--- config.mk ---
export PLATFORM = sky130hd
export DESIGN_NAME = sobel_edge_filter_flat
export DESIGN_NICKNAME = d
export VERILOG_FILES = /design/src/rtl/sobel_edge_filter_if.sv /design/src/rtl/sobel_edge_filter.sv /design/src/flat_wrapper.sv
export SDC_FILE = /design/constraint.sdc
export NUM_CORES = 2
export LEC_CHECK = 0
export CAP_MARGIN = 0
export CORE_MARGIN = 4
export CORE_UTILIZATION = 35
export DETAILED_ROUTE_END_ITERATION = 6
export PLACE_DENSITY = 0.54
export SYNTH_ARGS = -nofsm -noshare
export SYNTH_HDL_FRONTEND = slang
export SYNTH_SLANG_ARGS = --single-unit
--- constraint.sdc ---
create_clock -name clk -period 3.35 [get_ports clk]
set_clock_uncertainty 0.05 [all_clocks]
set_input_delay 0.67 -clock clk [delete_from_list [all_inputs] [get_ports clk]]
set_output_delay 0.67 -clock clk [all_outputs]
set_load 0.01 [all_outputs]
--- src/rtl/sobel_edge_filter_if.sv ---
// sobel_edge_filter_if: 3x3 RGB565 window in, filtered pixel plus delayed sync qualifiers out.
interface sobel_edge_filter_if;
  logic        de_in;
  logic [9:0]  x_pixel;
  logic [9:0]  y_pixel;
  logic [1:0]  mode;
  logic [15:0] p00, p01, p02, p10, p11, p12, p20, p21, p22;
  logic [15:0] pixel_out;
  logic        edge_out;
  logic [7:0]  mag_out;
  logic        de_out;
  logic [9:0]  x_out;
  logic [9:0]  y_out;
  modport master (
    output de_in, x_pixel, y_pixel, mode, p00, p01, p02, p10, p11, p12, p20, p21, p22,
    input  pixel_out, edge_out, mag_out, de_out, x_out, y_out
  );
  modport slave (
    input  de_in, x_pixel, y_pixel, mode, p00, p01, p02, p10, p11, p12, p20, p21, p22,
    output pixel_out, edge_out, mag_out, de_out, x_out, y_out
  );
endinterface

--- src/rtl/sobel_edge_filter.sv ---
// sobel_edge_filter: 3-stage luminance -> Sobel gradient -> magnitude/threshold pipeline, one pixel per clock.
module sobel_edge_filter #(
  parameter logic [7:0] THRESHOLD = 8'd100,
  parameter logic [9:0] X_MAX     = 10'd639,
  parameter logic [9:0] Y_MAX     = 10'd479
) (
  input logic clk,
  input logic reset_n,
  sobel_edge_filter_if.slave bus
);
  function automatic logic [7:0] luma(input logic [15:0] p);
    logic [15:0] s;
    s = 16'd77 * {8'd0, p[15:11], p[15:13]} + 16'd150 * {8'd0, p[10:5], p[10:9]}
      + 16'd29 * {8'd0, p[4:0], p[4:2]};
    return s[15:8];
  endfunction
  function automatic logic signed [10:0] ext(input logic [7:0] v);
    return {3'b000, v};
  endfunction
  function automatic logic [15:0] rep(input logic [7:0] v);
    return {v[7:3], v[7:2], v[7:3]};
  endfunction
  logic [15:0] win [9];
  assign win[0] = bus.p00;
  assign win[1] = bus.p01;
  assign win[2] = bus.p02;
  assign win[3] = bus.p10;
  assign win[4] = bus.p11;
  assign win[5] = bus.p12;
  assign win[6] = bus.p20;
  assign win[7] = bus.p21;
  assign win[8] = bus.p22;
  logic [7:0]  g [9];
  logic        de1, de2;
  logic [9:0]  x1, y1, x2, y2;
  logic [1:0]  mode1, mode2;
  logic [15:0] p1, p2;
  logic [7:0]  g11_2;
  logic signed [10:0] gx, gy, gx_c, gy_c;
  always_ff @(posedge clk or negedge reset_n)
    if (!reset_n) begin
      for (int i = 0; i < 9; i++) g[i] <= '0;
      de1 <= 1'b0;
      x1 <= '0;
      y1 <= '0;
      mode1 <= '0;
      p1 <= '0;
    end else begin
      for (int i = 0; i < 9; i++) g[i] <= luma(win[i]);
      de1 <= bus.de_in;
      x1 <= bus.x_pixel;
      y1 <= bus.y_pixel;
      mode1 <= bus.mode;
      p1 <= bus.p11;
    end
  assign gx_c = (ext(g[2]) + (ext(g[5]) <<< 1) + ext(g[8])) - (ext(g[0]) + (ext(g[3]) <<< 1) + ext(g[6]));
  assign gy_c = (ext(g[6]) + (ext(g[7]) <<< 1) + ext(g[8])) - (ext(g[0]) + (ext(g[1]) <<< 1) + ext(g[2]));
  always_ff @(posedge clk or negedge reset_n)
    if (!reset_n) begin
      gx <= '0;
      gy <= '0;
      g11_2 <= '0;
      de2 <= 1'b0;
      x2 <= '0;
      y2 <= '0;
      mode2 <= '0;
      p2 <= '0;
    end else begin
      gx <= gx_c;
      gy <= gy_c;
      g11_2 <= g[4];
      de2 <= de1;
      x2 <= x1;
      y2 <= y1;
      mode2 <= mode1;
      p2 <= p1;
    end
  logic [10:0] ax, ay;
  logic [11:0] sum;
  logic [7:0]  mag;
  logic        edge_c;
  logic [15:0] pix;
  always_comb begin
    ax = gx[10] ? 11'(-gx) : gx;
    ay = gy[10] ? 11'(-gy) : gy;
    sum = {1'b0, ax} + {1'b0, ay};
    mag = |sum[11:8] ? 8'hFF : sum[7:0];
    edge_c = mag >= THRESHOLD;
    pix = mode2 == 2'd0 ? rep(g11_2) : mode2 == 2'd1 ? rep(mag) : mode2 == 2'd2 ? {16{edge_c}} : p2;
  end
  always_ff @(posedge clk or negedge reset_n)
    if (!reset_n) begin
      bus.pixel_out <= '0;
      bus.edge_out <= 1'b0;
      bus.mag_out <= '0;
      bus.de_out <= 1'b0;
      bus.x_out <= '0;
      bus.y_out <= '0;
    end else begin
      bus.pixel_out <= de2 ? pix : 16'h0000;
      bus.edge_out <= de2 & edge_c;
      bus.mag_out <= de2 ? mag : 8'h00;
      bus.de_out <= de2;
      bus.x_out <= x2 > X_MAX ? X_MAX : x2;
      bus.y_out <= y2 > Y_MAX ? Y_MAX : y2;
    end
endmodule
--- src/flat_wrapper.sv ---
// flat-port wrapper written by rule: the top's interface ports become plain ports
module sobel_edge_filter_flat 
#(
  parameter logic [7:0] THRESHOLD = 8'd100,
  parameter logic [9:0] X_MAX     = 10'd639,
  parameter logic [9:0] Y_MAX     = 10'd479
)
  (clk, reset_n, bus_de_in, bus_x_pixel, bus_y_pixel, bus_mode, bus_p00, bus_p01, bus_p02, bus_p10, bus_p11, bus_p12, bus_p20, bus_p21, bus_p22, bus_pixel_out, bus_edge_out, bus_mag_out, bus_de_out, bus_x_out, bus_y_out);
  sobel_edge_filter_if bus_i ();
  input logic clk;
  input logic reset_n;
  input wire logic [$bits(bus_i.de_in)-1:0] bus_de_in;
  input wire logic [$bits(bus_i.x_pixel)-1:0] bus_x_pixel;
  input wire logic [$bits(bus_i.y_pixel)-1:0] bus_y_pixel;
  input wire logic [$bits(bus_i.mode)-1:0] bus_mode;
  input wire logic [$bits(bus_i.p00)-1:0] bus_p00;
  input wire logic [$bits(bus_i.p01)-1:0] bus_p01;
  input wire logic [$bits(bus_i.p02)-1:0] bus_p02;
  input wire logic [$bits(bus_i.p10)-1:0] bus_p10;
  input wire logic [$bits(bus_i.p11)-1:0] bus_p11;
  input wire logic [$bits(bus_i.p12)-1:0] bus_p12;
  input wire logic [$bits(bus_i.p20)-1:0] bus_p20;
  input wire logic [$bits(bus_i.p21)-1:0] bus_p21;
  input wire logic [$bits(bus_i.p22)-1:0] bus_p22;
  output wire logic [$bits(bus_i.pixel_out)-1:0] bus_pixel_out;
  output wire logic [$bits(bus_i.edge_out)-1:0] bus_edge_out;
  output wire logic [$bits(bus_i.mag_out)-1:0] bus_mag_out;
  output wire logic [$bits(bus_i.de_out)-1:0] bus_de_out;
  output wire logic [$bits(bus_i.x_out)-1:0] bus_x_out;
  output wire logic [$bits(bus_i.y_out)-1:0] bus_y_out;
  assign bus_i.de_in = bus_de_in;
  assign bus_i.x_pixel = bus_x_pixel;
  assign bus_i.y_pixel = bus_y_pixel;
  assign bus_i.mode = bus_mode;
  assign bus_i.p00 = bus_p00;
  assign bus_i.p01 = bus_p01;
  assign bus_i.p02 = bus_p02;
  assign bus_i.p10 = bus_p10;
  assign bus_i.p11 = bus_p11;
  assign bus_i.p12 = bus_p12;
  assign bus_i.p20 = bus_p20;
  assign bus_i.p21 = bus_p21;
  assign bus_i.p22 = bus_p22;
  assign bus_pixel_out = bus_i.pixel_out;
  assign bus_edge_out = bus_i.edge_out;
  assign bus_mag_out = bus_i.mag_out;
  assign bus_de_out = bus_i.de_out;
  assign bus_x_out = bus_i.x_out;
  assign bus_y_out = bus_i.y_out;
  sobel_edge_filter #(.THRESHOLD(THRESHOLD), .X_MAX(X_MAX), .Y_MAX(Y_MAX)) u_core (.clk(clk), .reset_n(reset_n), .bus(bus_i));
endmodule
-- Yosys cells after proc, flatten, opt, wreduce, memory -nomap -nowiden
Cells that the tools add are included.
- flip-flop bits (word level): 226
- bits of input ports: 169
- output and inout bits: 46
- logic and storage cells: 104
- add/subtract/negate cells: 31
- multipliers: 27
- $lt $le $gt $ge: 3
- equality and inequality tests: 2
- multiplexer cells: 10
- bitwise logic cells: 1
- reductions and logical operators: 2
- operators by type and width (cell ; count):
    7-bit by 8-bit multiplier with 15-bit output, first input constant ; 18
    15-bit by 16-bit adder with 16-bit output ; 9
    16-bit by 13-bit adder with 16-bit output ; 9
    5-bit by 8-bit multiplier with 13-bit output, first input constant ; 9
    16-bit 2-to-1 mux ; 4
    11-bit by 9-bit adder with 11-bit output ; 4
    8-bit by 9-bit adder with 10-bit output ; 4
    11-bit 2-to-1 mux ; 2
    11-bit negator ; 2
    11-bit subtractor ; 2
    10-bit 2-to-1 mux ; 2
    8-bit 2-to-1 mux ; 2
    11-bit by 11-bit adder with 12-bit output ; 1
    10-bit > comparator, second input constant ; 1
    10-bit by 9-bit > comparator with 1-bit output, second input constant ; 1
    8-bit by 7-bit greater-or-equal comparator with 1-bit output, second input constant ; 1
    4-bit OR reduction ; 1
    2-bit by 1-bit equality test with 1-bit output, second input constant ; 1
    2-bit equality test, second input constant ; 1
    2-bit logical NOT ; 1
    1-bit bitwise AND ; 1

-- Logic depth before layout (Yosys ltp)
- depth in word-level cells: 10
- depth in mapped cells: 27
- gate-level depth less buffers: 27

-- Least setup slack after synthesis
OpenSTA, ideal clock, no wires.
- kind: input-to-reg
- from: input port bus_p20[7]
- to: register u_core.g[23] (netlist name)
- library setup time: 0.134 ns
- arrival time: 6.407 ns
- required time: 3.166 ns
- slack: -3.241 ns
- cell stages on the path: 23
- buffers on the path: 0
- cell sequence: ha_1 ha_1 inv_1 fa_1 fa_1 inv_1 ha_1 xnor2_1 fa_1 fa_1 inv_1 fa_1 fa_1 inv_1 ha_1 nand3_1 nand2_1 a41o_1 o41ai_4 nor2_1 a2111oi_4 xnor2_1 xnor2_1
- word-level cells in the longest chain between the ends: 3
- RTL lines (element ; line ; text):
    from (decl) ; flat_wrapper.sv:22 ; input wire logic [$bits(bus_i.p20)-1:0] bus_p20;
    7-bit by 8-bit multiplier with 15-bit output ; sobel_edge_filter.sv:13 ; s = 16'd77 * {8'd0, p[15:11], p[15:13]} + 16'd150 * {8'd0, p[10:5], p[10:9]}
    15-bit by 16-bit adder with 16-bit output ; sobel_edge_filter.sv:13 ;
    16-bit by 13-bit adder with 16-bit output ; sobel_edge_filter.sv:14 ; + 16'd29 * {8'd0, p[4:0], p[4:2]};
    to (decl) ; sobel_edge_filter.sv:33 ; logic [7:0] g [9];
Every way passes these cells.

-- Final worst setup path
- from: input port bus_p20[9]
- to: register u_core.g[23] (netlist name)
Same word-level chain as after synthesis.

==> metrics.cfg <==
[routing]
postRouteAntennaNets=0
wl_met3_mm=1.90
routedWlPerCell_um=14.4
route.detailed.drc=0
first_pass_iters=5
vias=26800
drt-met1-wl_mm=40.0
highest_layer=met4
met2_length_mm=43.5
drt_iter0_drc=576
finalWirelength_mm=86.4
vias_per_cell=4.47

[timing]
finalHoldViolations=0
rsz0062_at_grt=yes
fin_tns_setup_ns=-158.24
maxSlewHeadroom=0.418
slew_violations=0
min_period_over_period=1.77
max_freq_ghz=0.169
tightestPinTransition_ns=0.871
finalSetupViolations=105
final.min_clock_period_ns=5.92
worst_slack_ns=-2.57

[logic_synthesis]
avgSynthCellArea_um2=10.2
synth_edf_count=0
synthTopCellsByArea=fa_1 29%, ha_1 28%, dfrtp_1 15%
synthArstFlopShare=1.00
yosysTopAreaCell=fa_1
syn-cell-area_mm2=0.0366
synth_top_area_share=0.286
synth_cell_types=57
ys_seq_area_frac=0.152
ys_ff_latch=222
ys.flop_type=dfrtp_1
synth_nets=5101
synthCells=3593
yosys_warnings=0

[floorplanning]
core_mm2=0.104
die_y_um=331
io_pins=215
start_util=0.353
die_x_um=331
fp-row-count=118
die_area_mm2=0.110

[finish]
utilization=0.498
multiInputGateArea_mm2=0.0318
mostFrequentLayoutCells=842 x inv_1, 695 x buf_4, 643 x ha_1
fin_area_mm2=0.0516
layout.nets=6099
register_area_mm2=0.00556
diodes=0
post_route_cells_drive_above_1_share=0.319
areaGrowthSynthToFinish_pct=41.1
final_common_cell=inv_1
final_cell_count_no_fill=5991
n_fill_cell=9592

[setup_path]
critical_path_class=input pin to register
slowest_stage=fa_2
critPathMaxFanout=4
cp_cell_sequence=buf_8 > ha_4 > ha_4 > inv_2 > fa_1 > fa_1 > inv_2 > ha_4 > xnor2_4 > fa_2 > fa_1 > inv_1 > fa_1 > fa_1 > inv_2 > ha_4 > nand3_2 > nand2_1 > a41o_1 > o41ai_4 > nor2_2 > a2111oi_4 > xnor2_1 > xnor2_1
cp.buffers_inverters=5
cp-end-kind=register
critical-path-top-delay-family=adder cells
critPathRequiredTime_ns=3.80
startpoint_type=input pin
max_stage_delay_ns=0.57
worstPathArrival_ns=6.36
cpMostUsedCell=fa_1

[global_routing]
grt_max_degree=92
grt_pass1_vias=29200
track_usage=0.159
gr-total-overflow=0
grt_antenna_before_repair=2
grt_pass1_wl_mm=146

[job]
max-cap-violations=0

[placement]
place_inst=5880
portBuffers=214
dp_hpwl_mm=74.0
place.gp.congestion=0.827
dpl-instance-area_mm2=0.0471

[clock_network]
cts_tree=done
h-tree-depth=1
worstSkewPairLatency_ns=0.57
clk_pin_slew_ns=0.07
clockRootBuffer=clkbuf_16
cts_sinks=222
cts_made_buffers=27
clockBufferDepth=3

[worst_hold_path]
worstHoldPathType=input pin to async pin

[status]
violations=negative setup slack
status=finished, violations left

## through the flow
step	setup WS, ns	hold slack, ns
2_1_floorplan	-2.92	0.281
3_3_place_gp	-3.56	0.281
3_5_place_dp	-3.65	0.285
4_1_cts	-2.61	0.0535
5_1_grt	-2.77	0.0913
6_report	-2.57	0.0438
## timing repair
item                       in CTS  in global routing
pin swaps                     315                258
hold endpoints to repair        0                  0
cloned                          0                  1
buffers inserted               61                 37
resized for setup             572                294
hold buffers                    0                  0
setup endpoints to repair     109                109
## layer usage
layer | GRT usage | vias up
met5 | 0 | -
met4 | 0.0143 | 0
met3 | 0.0166 | 57
met2 | 0.286 | 211
met1 | 0.216 | 13000
li1 | - | 13500
## synthesized netlist by cell type, drive strengths merged (4+ instances only)
library cell,count
inv,909
ha,816
fa,523
dfrtp,222
nor2,141
xnor2,137
a21oi,121
nand2,117
xor2,71
o21ai,68
nor3,66
nor2b,49
nand3,46
o21a,45
nand2b,31
o211ai,29
a21o,23
or2,20
or3,17
o21bai,15
o41ai,13
a31oi,11
a41oi,10
nand4,10
a21boi,9
and3,8
a2111oi,6
a211oi,6
a31o,5
and2,5
o31ai,5
or4,5
a41o,4
clkbuf,4
## cells by family after synthesis
group / share of synthesized area
AO/OA/AOI/OAI: 0.0709
XOR/XNOR: 0.0498
adder cells (fa/ha/maj): 0.565
buffers and inverters: 0.0939
flip-flops: 0.152
multiplexers: 0.000274
other: 0.000102
AND/OR/NAND/NOR: 0.0681
## worst paths after layout
check	cells past startpoint	slack [ns]	end	start
setup / recovery	24	-2.57	u_core.g[23]$_DFF_PN0_	bus_p20[9]
hold / removal	1	0.04	u_core.p1[7]$_DFF_PN0_	reset_n
setup reg to reg	13	-0.46	u_core.gx[9]$_DFF_PN0_	u_core.g[40]$_DFF_PN0_
hold reg to reg	0	0.30	u_core.y2[9]$_DFF_PN0_	u_core.y1[9]$_DFF_PN0_
max in group asynchronous	2	2.39	u_core.y2[3]$_DFF_PN0_	reset_n
min in group clk	0	0.30	u_core.y2[9]$_DFF_PN0_	u_core.y1[9]$_DFF_PN0_
## sequential cells by signal (all words and copies together), names as in the netlist, 8 cells and up
| name | cells |
|---|---|
| u_core.y1 | 10 |
| u_core.x1 | 10 |
| u_core.x2 | 10 |
| u_core.gy | 11 |
| u_core.bus.y_out | 10 |
| u_core.bus.mag_out | 8 |
| u_core.p1 | 16 |
| u_core.y2 | 10 |
| u_core.bus.pixel_out | 16 |
| u_core.bus.x_out | 10 |
| u_core.gx | 11 |
| u_core.g | 70 |
| u_core.p2 | 16 |
## cell type report
class                   count  area share
clock inverters            17     0.00371
inverters                 909      0.0662
clock buffers              32      0.0138
multi-input cells        2456       0.616
repair buffers            975       0.159
flip-flops and latches    222       0.108
well taps                1380      0.0334
Power is left out: the tool's default activity adds up to more than one toggle a clock period on the data nets, which glitch-free logic cannot reach.
